$ cat src/rtl/mutex_pkg.sv
// Shared definitions for the filter-lock mutual-exclusion model:
// program-counter encodings and packed-vector slice arithmetic.
package mutex_pkg;

  localparam logic [2:0] NCS  = 3'd0;
  localparam logic [2:0] SETL = 3'd1;
  localparam logic [2:0] SETV = 3'd2;
  localparam logic [2:0] WAIT = 3'd3;
  localparam logic [2:0] CS   = 3'd4;
  localparam logic [2:0] EXIT = 3'd5;

  // Low bit of element idx inside a packed vector of width-bit elements.
  function automatic int slice_lo(input int idx, input int width);
    return idx * width;
  endfunction

endpackage

$ cat src/rtl/filter_wait_check.sv
// Filter-lock wait predicate: the stepping process is blocked while some other
// process publishes a level at least as high and it is still the victim there.
module filter_wait_check
  import mutex_pkg::*;
#(
  parameter int N = 3,
  parameter int W = $clog2(N)
) (
  input  logic [W*N-1:0] level,
  input  logic [W-1:0]   victim_cur,
  input  logic [W-1:0]   sel,
  input  logic [W-1:0]   cur_sel,
  output logic           blocked
);

  logic contender;

  always_comb begin
    contender = 1'b0;
    for (int k = 0; k < N; k++) begin
      if ((W'(k) != sel) && (level[slice_lo(k, W) +: W] >= cur_sel)) begin
        contender = 1'b1;
      end
    end
  end

  assign blocked = contender && (victim_cur == sel);

endmodule

$ cat src/rtl/filter_mutex.sv
// N-process Peterson filter lock; one process, chosen by select, takes one
// action per clock. prop reports that at most one process is in CS.
module filter_mutex
  import mutex_pkg::*;
#(
  parameter int N = 3,
  localparam int W = $clog2(N)
) (
  input  logic           clock,
  input  logic           reset,
  input  logic [W-1:0]   select,
  input  logic           pause,
  output logic [3*N-1:0] pc_o,
  output logic [W*N-1:0] level_o,
  output logic [N-1:0]   cs_mask,
  output logic           prop
);

  logic [2:0]   pc     [N];
  logic [W-1:0] level  [N];
  logic [W-1:0] cur    [N];
  logic [W-1:0] victim [N];

  logic         sel_valid;
  logic [W-1:0] sel_idx;
  logic [2:0]   sel_pc;
  logic [W-1:0] sel_cur;
  logic [W-1:0] sel_victim;
  logic         blocked;

  logic [2:0]   pc_nxt;
  logic [W-1:0] level_nxt;
  logic [W-1:0] cur_nxt;
  logic         victim_we;
  logic [4:0]   cs_count;

  // Out-of-range selects are clamped for indexing and masked from every write.
  assign sel_valid  = (int'(select) < N);
  assign sel_idx    = sel_valid ? select : '0;
  assign sel_pc     = pc[sel_idx];
  assign sel_cur    = cur[sel_idx];
  assign sel_victim = victim[sel_cur];

  filter_wait_check #(.N(N), .W(W)) u_wait_check (
    .level      (level_o),
    .victim_cur (sel_victim),
    .sel        (sel_idx),
    .cur_sel    (sel_cur),
    .blocked    (blocked)
  );

  always_comb begin
    pc_nxt    = sel_pc;
    level_nxt = level[sel_idx];
    cur_nxt   = sel_cur;
    victim_we = 1'b0;
    case (sel_pc)
      NCS: begin
        if (!pause) begin
          cur_nxt = W'(1);
          pc_nxt  = SETL;
        end
      end
      SETL: begin
        level_nxt = sel_cur;
        pc_nxt    = SETV;
      end
      SETV: begin
        victim_we = 1'b1;
        pc_nxt    = WAIT;
      end
      WAIT: begin
        if (!blocked) begin
          if (sel_cur == W'(N - 1)) begin
            pc_nxt = CS;
          end else begin
            cur_nxt = sel_cur + W'(1);
            pc_nxt  = SETL;
          end
        end
      end
      CS: begin
        if (!pause) begin
          pc_nxt = EXIT;
        end
      end
      EXIT: begin
        level_nxt = '0;
        cur_nxt   = '0;
        pc_nxt    = NCS;
      end
      default: pc_nxt = NCS;
    endcase
  end

  always_ff @(posedge clock or posedge reset) begin
    if (reset) begin
      for (int i = 0; i < N; i++) begin
        pc[i]     <= NCS;
        level[i]  <= '0;
        cur[i]    <= '0;
        victim[i] <= '0;
      end
    end else if (sel_valid) begin
      pc[sel_idx]    <= pc_nxt;
      level[sel_idx] <= level_nxt;
      cur[sel_idx]   <= cur_nxt;
      if (victim_we) begin
        victim[sel_cur] <= sel_idx;
      end
    end
  end

  for (genvar i = 0; i < N; i++) begin : g_out
    assign pc_o[slice_lo(i, 3) +: 3]    = pc[i];
    assign level_o[slice_lo(i, W) +: W] = level[i];
    assign cs_mask[i]                   = (pc[i] == CS);
  end

  always_comb begin
    cs_count = '0;
    for (int i = 0; i < N; i++) begin
      cs_count = cs_count + 5'(cs_mask[i]);
    end
  end

  assign prop = (cs_count <= 5'd1);

  a_mutex: assert property (@(posedge clock) disable iff (reset) prop);

endmodule

$ cat config.mk
export PLATFORM = sky130hd
export DESIGN_NAME = filter_mutex
export DESIGN_NICKNAME = d
export VERILOG_FILES = /design/src/rtl/mutex_pkg.sv /design/src/rtl/filter_wait_check.sv /design/src/rtl/filter_mutex.sv
export SDC_FILE = /design/constraint.sdc
export NUM_CORES = 1
export LEC_CHECK = 0
export BUFFER_PORTS_ARGS = -buffer_cell sky130_fd_sc_hd__buf_2
export CAP_MARGIN = 10
export CELL_PAD_IN_SITES_DETAIL_PLACEMENT = 1
export CELL_PAD_IN_SITES_GLOBAL_PLACEMENT = 1
export CORE_MARGIN = 4
export CORE_UTILIZATION = 47
export DETAILED_ROUTE_END_ITERATION = 8
export PLACE_DENSITY_LB_ADDON = 0.1
export SLEW_MARGIN = 30
export SYNTH_ARGS = -nofsm -noshare
export SYNTH_HDL_FRONTEND = slang
export SYNTH_SLANG_ARGS = --single-unit
$ cat constraint.sdc
create_clock -name clock -period 5.5 [get_ports clock]
set_clock_uncertainty 0.1 [all_clocks]
set_input_delay 0.55 -clock clock [delete_from_list [all_inputs] [get_ports clock]]
set_output_delay 0.55 -clock clock [all_outputs]
set_load 0.01 [all_outputs]
# Word level (Yosys, flattened, before mapping)
# Cells that the tools add are included.
[word_totals] regBits=27 latch_bits=0 ram_bits=0 rom_bits=0 input_bits=5 out_inout_bits=19 elab_cells=84 mem_count=0
[op_classes] add_sub_neg=3 multipliers=0 div=0 n_lt_le_gt_ge=9 eq_ne=12 shift=0 n_mux=37 n_bitwise=2 reduce_logical=9
[ops] operator="2-to-1 mux 2 bit" n=12
[ops] operator="2-to-1 mux 3 bit" n=7
[ops] operator="bitwise mux 6 bit" n=3
[ops] operator="equality test 3 bit (second input constant)" n=5
[ops] operator="one-hot mux 3 bit (5 select lines)" n=1
[ops] operator="binary-select mux 2 bit (select 2 bit)" n=3
[ops] operator="bitwise mux 9 bit" n=1
[ops] operator="demux 2 bit (select 2 bit)" n=2
[ops] operator="binary-select mux 3 bit (select 2 bit)" n=1
[ops] operator="demux 3 bit (select 2 bit)" n=1
[ops] operator="equality test 3 x 2 -> 1 bit (second input constant)" n=2
[ops] operator=">= comparator 2 bit" n=3
[ops] operator=">= comparator 3 bit (second input constant)" n=2
[ops] operator="logical AND 1 bit" n=6
[ops] operator="less-than comparator 3 x 1 -> 1 bit (second input constant)" n=2
[ops] operator="NOT 2 -> 3 bit" n=2
[ops] operator="one-hot mux 2 bit (3 select lines)" n=1
[ops] operator="2-to-1 mux 1 bit" n=4
[ops] operator="one-hot mux 2 bit (2 select lines)" n=1
[ops] operator="adder 2 x 1 -> 3 bit" n=1
[ops] operator="equality test 3 x 1 -> 1 bit (second input constant)" n=1
[ops] operator="less-or-equal comparator 3 x 1 -> 1 bit (second input constant)" n=1
[ops] operator="zero test 3 bit" n=1
[ops] operator="adder 1 x 1 -> 2 bit" n=1
[ops] operator="8 further kinds" n=8

# Depth between registers and ports, before layout
# Gate-level depths: netlist of run 1.
[depth] depth_word=15 depth_mapped=12 depth_no_buf=10

# Modules after synthesis
# From an unflattened synthesis of run 1, not the netlist that was laid out.
[hier_totals] hier_cells=186 area_unflattened_um2=1767.9
[modules_own_cells] mod="filter_mutex" instances=1 cells_per_inst=162 area_each_um2=1559.0 seq_area_each_um2=675.6
[modules_own_cells] mod="filter_wait_check" instances=1 cells_per_inst=24 area_each_um2=209.0 seq_area_each_um2=0.0

# Least setup slack after synthesis of run 1
# No wires, ideal clock.
[synth_timing] kind="input to register" startpoint="input port select[1]" endpoint="register pc (netlist bit pc_o[1])" setup_ns=0.120 arrival_ns=2.763 required_time_ns=5.280 slack_ns=2.516 path_stages=11 path_buffers=1 path_cell_list="inv_1 ha_1 buf_4 mux2_4 a21oi_4 mux2i_1 nand3_1 o211ai_1 a21oi_2 or3_4 a41o_1"
[synth_between] elab_chain_cells=15 word_cells_on_any_way=42 classes_between="order compare: 6; eq/ne: 7; mux: 20; bitwise: 2; reduce/logical: 7"
[synth_lines] item="start: declaration" line="filter_mutex.sv:11" rtl="input logic [W-1:0] select,"
[synth_lines] item="less-than comparator 2 bit" line="filter_mutex.sv:38" rtl="assign sel_valid = (int'(select) < N);"
[synth_lines] item="2-to-1 mux 2 bit" line="filter_mutex.sv:39" rtl="assign sel_idx = sel_valid ? select : '0;"
[synth_lines] item="NOT 2 -> 3 bit (not written as such)" line="filter_mutex.sv:40, filter_mutex.sv:41, filter_mutex.sv:105"
[synth_lines] item="binary-select mux 2 bit (select 2 bit)" line="filter_mutex.sv:41" rtl="assign sel_cur = cur[sel_idx];"
[synth_lines] item="2-to-1 mux 2 bit (not written as such) (2 in a row)" line="filter_mutex.sv:41"
[synth_lines] item=">= comparator 2 bit / NOT 2 -> 3 bit (equally long branches)" line="filter_wait_check.sv:21, filter_mutex.sv:42"
[synth_lines] item="logical AND 1 bit / binary-select mux 2 bit (select 2 bit) (equally long branches)" line="filter_wait_check.sv:21, filter_mutex.sv:42"
[synth_lines] item="2-to-1 mux 1 bit / 2-to-1 mux 2 bit (equally long branches) (2 in a row)" line="filter_wait_check.sv:21, filter_mutex.sv:42"
[synth_lines] item="2-to-1 mux 1 bit / equality test 2 bit (equally long branches)" line="filter_wait_check.sv:21, filter_wait_check.sv:27"
[synth_lines] item="logical AND 1 bit" line="filter_wait_check.sv:27" rtl="assign blocked = contender && (victim_cur == sel);"
[synth_lines] item="2-to-1 mux 3 bit" line="filter_mutex.sv:73" rtl="if (!blocked) begin"
[synth_lines] item="one-hot mux 3 bit (5 select lines)" line="filter_mutex.sv:57" rtl="case (sel_pc)"
[synth_lines] item="bitwise mux 9 bit" line="filter_mutex.sv:105" rtl="pc[sel_idx] <= pc_nxt;"
[synth_lines] item="end signal: indexed assignment" line="filter_mutex.sv:105"
[synth_lines] item="end: declaration" line="filter_mutex.sv:19" rtl="logic [2:0] pc [N];"
# Several ways; a longest one is shown, not always the timed one. The select of a mux whose other input is x is not followed.
# A chain may end at the register's enable or synchronous reset.

# Worst setup path after layout of run 1
# Ends and elaborated chain as after synthesis.

==> flow_metrics.env, run 1 <==
export IMPL_yosys_warnings=0
export IMPL_synth_ff_type="dfrtp_1"
export IMPL_drt_iter0_drc=93
export IMPL_cts_resized_gates=0
export IMPL_coreArea_um2=3770
export IMPL_hold_violations=0
export IMPL_finalCriticalPeriod_ns=3.34
export IMPL_cts_hold_buffers=0
export IMPL_crit_path_frequent_cell="a21oi_2"
export IMPL_n_fill_cell=465
export IMPL_finalPower_w=0.00107
export IMPL_synth_seq_cells=27
export IMPL_crit_type="primary input to flop"
export IMPL_diodes=0
export IMPL_synth_top_cell_area_share=0.360
export IMPL_synth_area_per_cell_um2=8.97
export IMPL_maxCapViolations=0
export IMPL_io_pins=24
export IMPL_setup_tns_ns=0
export IMPL_critPathCaptureType="flop"
export IMPL_io_buffers=23
export IMPL_die_area_um2=5070
export IMPL_setup_viol=0
export IMPL_grt_max_degree=31
export IMPL_worstPathMaxFanout=11
export IMPL_routed_wl_um=5440
export IMPL_fp_row_count=22
export IMPL_gr_usage_all_layers=0.230
export IMPL_required_ns=5.57
export IMPL_htreeDepth=1
export IMPL_async_flop_share=1.00
export IMPL_synth_edf_count=0
export IMPL_slew_viol_final=0
export IMPL_path_clk_slew_ns=0.10
export IMPL_cts_root_buf="clkbuf_8"
export IMPL_synth_area_leader_cell="dfrtp_1"
export IMPL_run_status="complete, no violations"
export IMPL_finalWorstSetupSlack_ns=2.16
export IMPL_rsz0062_at_grt="no"
export IMPL_wl_per_cell_um=19.7
export IMPL_die_w_um=71.2
export IMPL_max_freq_ghz=0.299
export IMPL_timing_critical_path_buf_inv=2
export IMPL_period_share=0.608
export IMPL_place_ws_ns=1.89
export IMPL_cp_arrival_ns=3.42
export IMPL_ant_nets=0
export IMPL_syn2layout_area_growth_pct=10.1
export IMPL_cts_setup_buffers=0
export IMPL_cp_top_family="compound AO/OA/AOI/OAI gates"
export IMPL_grt_overflow=0
export IMPL_synth_area_um2=1880
export IMPL_netlist_instances=209
export IMPL_cts_buffer_depth=2
export IMPL_synthTopCellsByArea="dfrtp_1 (36%), mux2i_1 (5.9%), nand2_1 (5.0%), ha_1 (4.7%), a21oi_1 (4.0%)"
export IMPL_first_pass_iters=4
export IMPL_hpwl_um=4080
export IMPL_drc=0
export IMPL_slowest_stage="ha_1"
export IMPL_start_util=0.497
export IMPL_ir_drop_v=0.000237
export IMPL_cts_made_buffers=3
export IMPL_grt_pass1_wl_um=9380
export IMPL_clock_sinks=27
export IMPL_antenna_found_initial=0
export IMPL_min_path_type="primary input to async pin"
export IMPL_cp_start_kind="primary input"
export IMPL_power_density_nw_per_um2=517
export IMPL_hold_slack_ns=0.224
export IMPL_power_leakage_nw=0.887
export IMPL_clk_insertion_delay_late_ns=0.28
export IMPL_tightest_slew_ns=0.635
export IMPL_place_gp_congestion=0.918
export IMPL_final_core_util=0.547
export IMPL_num_vias=1726
export IMPL_die_h_um=71.2
export IMPL_ys_seq_area_frac=0.360
export IMPL_slew_headroom=0.576
export IMPL_grt_pass1_vias=1900
export IMPL_max_stage_delay_ns=0.44
export IMPL_worstPathCellList="buf_2 > inv_1 > ha_1 > mux2i_1 > o22a_2 > mux2_2 > a21oi_2 > xnor2_1 > a21oi_2 > or3_4 > a41o_1"
export IMPL_viasPerCell=6.23
export IMPL_synth_cell_type_count=48
export IMPL_finish_net_count=242
export IMPL_synth_fp_nets=221
export IMPL_drive_above_1_share=0.197
export IMPL_cts_tree="done"
## cell families (layout without fill, tap and decap cells)
logic type                 Yosys count  after routing  synth area share
and+or+nand+nor                     68             68             0.177
DFF                                 27             27             0.360
xor gates and xnor gates             3              3            0.0140
muxes                               14             14            0.0807
AOI/OAI and AO/OA                   74             74             0.282
adders and majority gates            7              7            0.0467
buffers and inverters               16             36            0.0394
## through the flow
step | instances | area [µm²]
after detailed placement | 273 | 2020
final | 277 | 2060
after global routing | 277 | 2060
after CTS | 277 | 2060
after global placement | 273 | 2020
after floorplan | 209 | 1880
## per-layer routing
layer / global-route usage / routed length [µm]
met1: 0.281 / 2430
met2: 0.418 / 2760
met3: 0.0284 / 151
met4: 0.0689 / 100
met5: 0 / 0
## cells in the final DEF, fill, tap and decap left out, types with 2 or more instances in the layout
| cell | instances |
|---|---|
| buf_4 | 2 |
| inv_1 | 6 |
| mux2i_1 | 11 |
| and3_1 | 2 |
| nor2b_1 | 3 |
| nor4_1 | 2 |
| o21a_1 | 5 |
| o21ai_1 | 4 |
| a21oi_2 | 3 |
| xnor2_1 | 3 |
| o22a_1 | 4 |
| a41o_1 | 3 |
| a31oi_1 | 8 |
| o32a_1 | 3 |
| buf_2 | 23 |
| nor3b_1 | 4 |
| o22ai_2 | 2 |
| o211ai_1 | 2 |
| dfrtp_1 | 27 |
| nor2_1 | 18 |
| mux2_4 | 2 |
| o22ai_1 | 2 |
| ha_1 | 7 |
| o21ai_0 | 13 |
| clkbuf_8 | 3 |
| nand2_1 | 25 |
| nand3_1 | 6 |
| a21oi_1 | 15 |
## worst register-to-register path, cell delays in order, from the launching register on
cell and delay (ns):
dfrtp_1 0.40, mux2i_1 0.31, o22a_2 0.30, mux2_2 0.38
a21oi_2 0.21, xnor2_1 0.19, a21oi_2 0.10, or3_4 0.36
a41o_1 0.26
## registers in the layout (all words and copies together), names as in the netlist
register,count
cur,6
pc_o,9
level_o,6
victim,6
## final timing paths
check	start	end	slack, ns	cells past startpoint
worst max-delay path	select[1]	pc_o[1]	2.16	11
worst min-delay path	reset	pc_o[3]	0.22	2
worst max register to register	cur[2]	pc_o[1]	2.79	8
worst min register to register	victim[1]	victim[1]	0.40	2
max in group asynchronous	reset	pc_o[5]	4.68	2
min in group clock	victim[1]	victim[1]	0.40	2
## power by group
| group | total, W | internal (W) | switching (W) |
|---|---|---|---|
| registers | 0.000368 | 0.000279 | 0.0000891 |
| logic | 0.000580 | 0.000238 | 0.000342 |
| clock network | 0.000119 | 0.0000510 | 0.0000679 |
## cell type report
class	count	area (µm²)	area share
multi-input combinational	166	1130	0.545
sequential	27	676	0.327
timing repair buffer	25	130	0.0630
tap	48	60.1	0.0291
clock buffer	3	41.3	0.0200
inverter	7	26.3	0.0127
clock inverter	1	5.00	0.00242
## cells in the mapped netlist, drive strengths merged, types with 2 or more instances
cell type,instances
dfrtp,27
nand2,25
a21oi,19
nor2,18
o21ai,17
mux2i,11
a31oi,8
ha,7
inv,7
buf,6
nand3,6
o21a,5
o22a,5
nor3b,4
o22ai,4
a41o,3
clkbuf,3
mux2,3
nor2b,3
o32a,3
xnor2,3
and3,2
nor4,2
o211ai,2
(Power assumes the default switching activity.)
==> inputs of run 2 (changes only) <==
--- a/config.mk
+++ b/config.mk
@@ -10,7 +10,7 @@
 export CELL_PAD_IN_SITES_DETAIL_PLACEMENT = 1
 export CELL_PAD_IN_SITES_GLOBAL_PLACEMENT = 1
 export CORE_MARGIN = 4
-export CORE_UTILIZATION = 47
+export CORE_UTILIZATION = 44
 export DETAILED_ROUTE_END_ITERATION = 8
 export PLACE_DENSITY_LB_ADDON = 0.1
 export SLEW_MARGIN = 30
==> constraint.sdc (replaced) <==
create_clock -name clock -period 3.5 [get_ports clock]
set_clock_uncertainty 0.1 [all_clocks]
set_input_delay 0.35 -clock clock [delete_from_list [all_inputs] [get_ports clock]]
set_output_delay 0.35 -clock clock [all_outputs]
set_load 0.01 [all_outputs]
==> run 2 against run 1 <==
  * Global-route usage is 0.51 points lower
  * Cell count increased by 1.8%
  * Wire length rose by 2.0%
==> flow_metrics.env, run 2 (same netlist as run 1, synthesis figures left out) <==
export IMPL_grt_overflow=0
export IMPL_cp_startpoint="select[1]"
export IMPL_routed_wl_um=5550
export IMPL_cts_made_buffers=3
export IMPL_run_status="complete, no violations"
export IMPL_slew_viol_final=0
export IMPL_grt_pass1_wl_um=9410
export IMPL_gr_usage_all_layers=0.225
export IMPL_crit_type="primary input to flop"
export IMPL_htreeDepth=1
export IMPL_place_gp_congestion=0.926
export IMPL_io_pins=24
export IMPL_final_core_util=0.515
export IMPL_maxCapViolations=0
export IMPL_clock_sinks=27
export IMPL_drive_above_1_share=0.207
export IMPL_first_pass_iters=4
export IMPL_die_area_um2=5370
export IMPL_num_vias=1732
export IMPL_mostFrequentLayoutCell="dfrtp_1"
export IMPL_cp_arrival_ns=3.03
export IMPL_slew_headroom=0.581
export IMPL_fp_row_count=23
export IMPL_io_buffers=23
export IMPL_required_ns=3.58
export IMPL_die_w_um=73.3
export IMPL_cp_start_kind="primary input"
export IMPL_wl_per_cell_um=19.7
export IMPL_rr_startpoint="cur[2]"
export IMPL_cts_buffer_depth=2
export IMPL_worstPathMaxFanout=6
export IMPL_fin_cells=282
export IMPL_syn2layout_area_growth_pct=11.4
export IMPL_n_fill_cell=486
export IMPL_cts_resized_gates=0
export IMPL_dp_cells=278
export IMPL_die_h_um=73.3
export IMPL_cts_setup_buffers=0
export IMPL_grt_max_degree=28
export IMPL_largest_reg_flops=9
export IMPL_rr_worst_depth=8
export IMPL_cts_root_buf="clkbuf_8"
export IMPL_hold_violations=0
export IMPL_power_leakage_nw=0.902
export IMPL_setup_viol=0
export IMPL_worstReg2RegEnd="pc_o[4]"
export IMPL_max_freq_ghz=0.338
export IMPL_drc=0
export IMPL_min_path_type="primary input to async pin"
export IMPL_tightest_slew_ns=0.628
export IMPL_setup_tns_ns=0
export IMPL_most_common_layout_cells="dfrtp_1 (27), nand2_1 (25), buf_2 (23)"
export IMPL_finalCriticalPeriod_ns=2.96
export IMPL_critPathCaptureType="flop"
export IMPL_grt_pass1_vias=1907
export IMPL_antenna_found_initial=0
export IMPL_cts_tree="done"
export IMPL_period_share=0.844
export IMPL_ant_nets=0
export IMPL_cts_hold_buffers=0
export IMPL_drt_iter0_drc=86
export IMPL_rsz0062_at_grt="no"
export IMPL_finish_net_count=245
export IMPL_ir_drop_v=0.000348
export IMPL_coreArea_um2=4060
export IMPL_diodes=0
export IMPL_rrSetupSlack_ns=0.77
export IMPL_viasPerCell=6.14
export IMPL_start_util=0.462
export IMPL_hpwl_um=4260
export IMPL_path_clk_slew_ns=0.10
export IMPL_finalPower_w=0.00169
export IMPL_clk_insertion_delay_late_ns=0.28
export IMPL_power_density_nw_per_um2=808
## run 2: cell types whose count changed in the layout (fill, tap and decap cells not counted)
cell	previous run	this run
buf_4	2	5
## run 2: worst max-delay path, cell delays in order
cell	delay, ns
buf_2	0.12
inv_1	0.09
ha_1	0.29
mux2i_1	0.36
o22a_2	0.32
mux2_2	0.40
a21oi_2	0.18
xnor2_1	0.18
a21oi_2	0.10
or3_4	0.37
a41o_1	0.26
## run 2: metrics by stage
stage,hold slack [ns],setup WS (ns),instance area (µm²)
floorplan,0.303,0.716,1880
global placement,0.363,0.451,2040
detailed placement,0.345,0.296,2040
CTS,0.0381,0.572,2090
global route,0.0761,0.408,2090
finish,0.0245,0.545,2090
## run 2: area by class of cell
| cell class | instances | area (µm²) | area share |
|---|---|---|---|
| multi-input cells | 166 | 1130 | 0.539 |
| flip-flops and latches | 27 | 676 | 0.323 |
| repair buffers | 28 | 153 | 0.0731 |
| well taps | 50 | 62.6 | 0.0299 |
| clock buffers | 3 | 41.3 | 0.0198 |
| inverters | 7 | 26.3 | 0.0126 |
| clock inverters | 1 | 5.00 | 0.00240 |
## run 2: worst max-delay path by stage
| stage | endpoint | slack [ns] | depth (start not counted) |
|---|---|---|---|
| 2_1_floorplan | pc_o[1] | 0.72 | 11 |
| 3_3_place_gp | pc_o[4] | 0.45 | 11 |
| 3_5_place_dp | pc_o[4] | 0.30 | 11 |
| 4_1_cts | pc_o[4] | 0.57 | 11 |
| 5_1_grt | cur[4] | 0.41 | 11 |
| 6_report | pc_o[4] | 0.54 | 11 |
## run 2: report_power, final
part	switching, W	internal, W
Combinational	0.000552	0.000377
Clock	0.000103	0.0000801
Sequential	0.000137	0.000439
## run 2: per-layer routing
| layer | track usage | wire length [µm] | up-vias |
|---|---|---|---|
| li1 | - | - | 817 |
| met1 | 0.292 | 2480 | 854 |
| met2 | 0.383 | 2730 | 50 |
| met3 | 0.0274 | 221 | 11 |
| met4 | 0.0825 | 123 | 0 |
| met5 | 0 | 0 | - |
==> inputs of run 3 (changes only) <==
--- a/config.mk
+++ b/config.mk
@@ -10,7 +10,7 @@
 export CELL_PAD_IN_SITES_DETAIL_PLACEMENT = 1
 export CELL_PAD_IN_SITES_GLOBAL_PLACEMENT = 1
 export CORE_MARGIN = 4
-export CORE_UTILIZATION = 44
+export CORE_UTILIZATION = 40
 export DETAILED_ROUTE_END_ITERATION = 8
 export PLACE_DENSITY_LB_ADDON = 0.1
 export SLEW_MARGIN = 30
==> constraint.sdc (replaced) <==
create_clock -name clock -period 2.64 [get_ports clock]
set_clock_uncertainty 0.1 [all_clocks]
set_input_delay 0.264 -clock clock [delete_from_list [all_inputs] [get_ports clock]]
set_output_delay 0.264 -clock clock [all_outputs]
set_load 0.01 [all_outputs]
==> run 3 against run 2 <==
  * Via count increased by 6.3%
  * Final area increased by 15%
  * Wire length is 8.6% higher
  * Critical endpoint unchanged
  * Largest power group unchanged
  * Global-route usage down 0.89 points
  * First-iteration DRC count is 19% lower
  * Sequential power rose by 34%
  * Sequential share of layout area is 4.1 points lower
  * Largest cell class unchanged
==> flow_metrics.env, run 3 (same netlist as run 1, synthesis figures left out) <==
export IMPL_largest_reg_flops=9
export IMPL_maxCapViolations=0
export IMPL_worstPathMaxFanout=5
export IMPL_coreArea_um2=4440
export IMPL_cts_made_buffers=3
export IMPL_clk_insertion_delay_late_ns=0.28
export IMPL_start_util=0.422
export IMPL_critPathCaptureType="flop"
export IMPL_die_h_um=76.5
export IMPL_grt_max_degree=28
export IMPL_min_from="victim[2]"
export IMPL_cts_buffer_depth=2
export IMPL_finalWorstSetupSlack_ns=0.121
export IMPL_cts_tree="done"
export IMPL_ir_drop_v=0.000440
export IMPL_grt_pass1_vias=2041
export IMPL_num_vias=1841
export IMPL_period_share=0.954
export IMPL_first_pass_iters=4
export IMPL_drt_iter0_drc=70
export IMPL_syn2layout_area_growth_pct=27.6
export IMPL_io_buffers=23
export IMPL_setup_tns_ns=0
export IMPL_htreeDepth=1
export IMPL_routed_wl_um=6030
export IMPL_ant_nets=0
export IMPL_gr_usage_all_layers=0.216
export IMPL_finish_net_count=280
export IMPL_fp_row_count=24
export IMPL_drc=0
export IMPL_path_clk_slew_ns=0.09
export IMPL_viasPerCell=5.77
export IMPL_die_w_um=76.5
export IMPL_slew_viol_final=0
export IMPL_max_freq_ghz=0.397
export IMPL_wl_per_cell_um=18.9
export IMPL_diodes=0
export IMPL_required_ns=2.71
export IMPL_hpwl_um=4620
export IMPL_crit_type="primary input to flop"
export IMPL_clock_sinks=27
export IMPL_slew_headroom=0.563
export IMPL_mostFrequentLayoutCell="buf_4"
export IMPL_cp_startpoint="select[1]"
export IMPL_die_area_um2=5850
export IMPL_rr_startpoint="cur[2]"
export IMPL_io_pins=24
export IMPL_tightest_slew_ns=0.656
export IMPL_cts_root_buf="clkbuf_8"
export IMPL_antenna_found_initial=0
export IMPL_dp_cells=310
export IMPL_most_common_layout_cells="buf_4 (39), dfrtp_1 (27), nand2_1 (25)"
export IMPL_power_leakage_nw=1.07
export IMPL_drive_above_1_share=0.326
export IMPL_cp_start_kind="primary input"
export IMPL_setup_viol=0
export IMPL_min_path_type="flop to flop"
export IMPL_finalCriticalPeriod_ns=2.52
export IMPL_hold_slack_ns=0.386
export IMPL_grt_overflow=0
export IMPL_grt_pass1_wl_um=10200
export IMPL_hold_violations=0
export IMPL_place_gp_congestion=0.887
export IMPL_cp_arrival_ns=2.59
export IMPL_fin_cells=319
export IMPL_place_ws_ns=-0.352
export IMPL_run_status="complete, no violations"
export IMPL_power_density_nw_per_um2=1030
## run 3: path summary, 6_finish.rpt
kind | to | slack [ns] | depth (start not counted)
max in group asynchronous | level_o[3] | 1.68 | 4
hold / removal | victim[2] | 0.39 | 2
setup reg to reg | cur[2] | 0.15 | 9
hold reg to reg | victim[2] | 0.39 | 2
min in group asynchronous | victim[3] | 0.50 | 4
setup / recovery | pc_o[4] | 0.12 | 11
## run 3: what timing repair did
action                                 in CTS  in global routing
endpoints found under the hold margin      27                  0
buffers inserted                            0                  4
gates resized for setup                     1                  5
setup endpoints to repair                   3                  9
hold buffers                                1                  0
pin swaps                                   0                  5
## run 3: stage by stage
stage / instance area (µm²) / total power, W / utilization
after floorplan: 1880 / 0.00158 / -
after global placement: 2270 / 0.00210 / 0.512
after detailed placement: 2270 / 0.00216 / 0.512
after CTS: 2330 / 0.00242 / 0.525
after global routing: 2390 / 0.00268 / 0.539
final: 2390 / 0.00248 / 0.539
## run 3: power breakdown
| group | switching, W | internal (W) |
|---|---|---|
| combinational | 0.000784 | 0.000683 |
| sequential | 0.000192 | 0.000581 |
| clock | 0.000130 | 0.000106 |
## run 3: layout make-up
class | count | area, µm²
Multi-Input combinational cell | 166 | 1160
Tap cell | 52 | 65.1
Fill cell | 528 | 2050
Clock buffer | 3 | 41.3
Clock inverter | 1 | 5.00
Sequential cell | 27 | 676
Timing Repair Buffer | 63 | 418
Inverter | 7 | 26.3
## run 3: metal layers
metal,GRT usage,vias up,routed length [µm]
li1,-,889,-
met4,0.0616,0,131
met1,0.266,904,2660
met2,0.396,37,3060
met3,0.0225,11,173
met5,0,-,0
## run 3: worst max-delay path: stages
cell	delay, ns
buf_2	0.13
inv_2	0.06
buf_4	0.14
ha_1	0.24
o32a_1	0.40
o221ai_1	0.20
nand3_1	0.15
o211ai_1	0.28
a21oi_2	0.12
or3_4	0.36
a41o_1	0.25
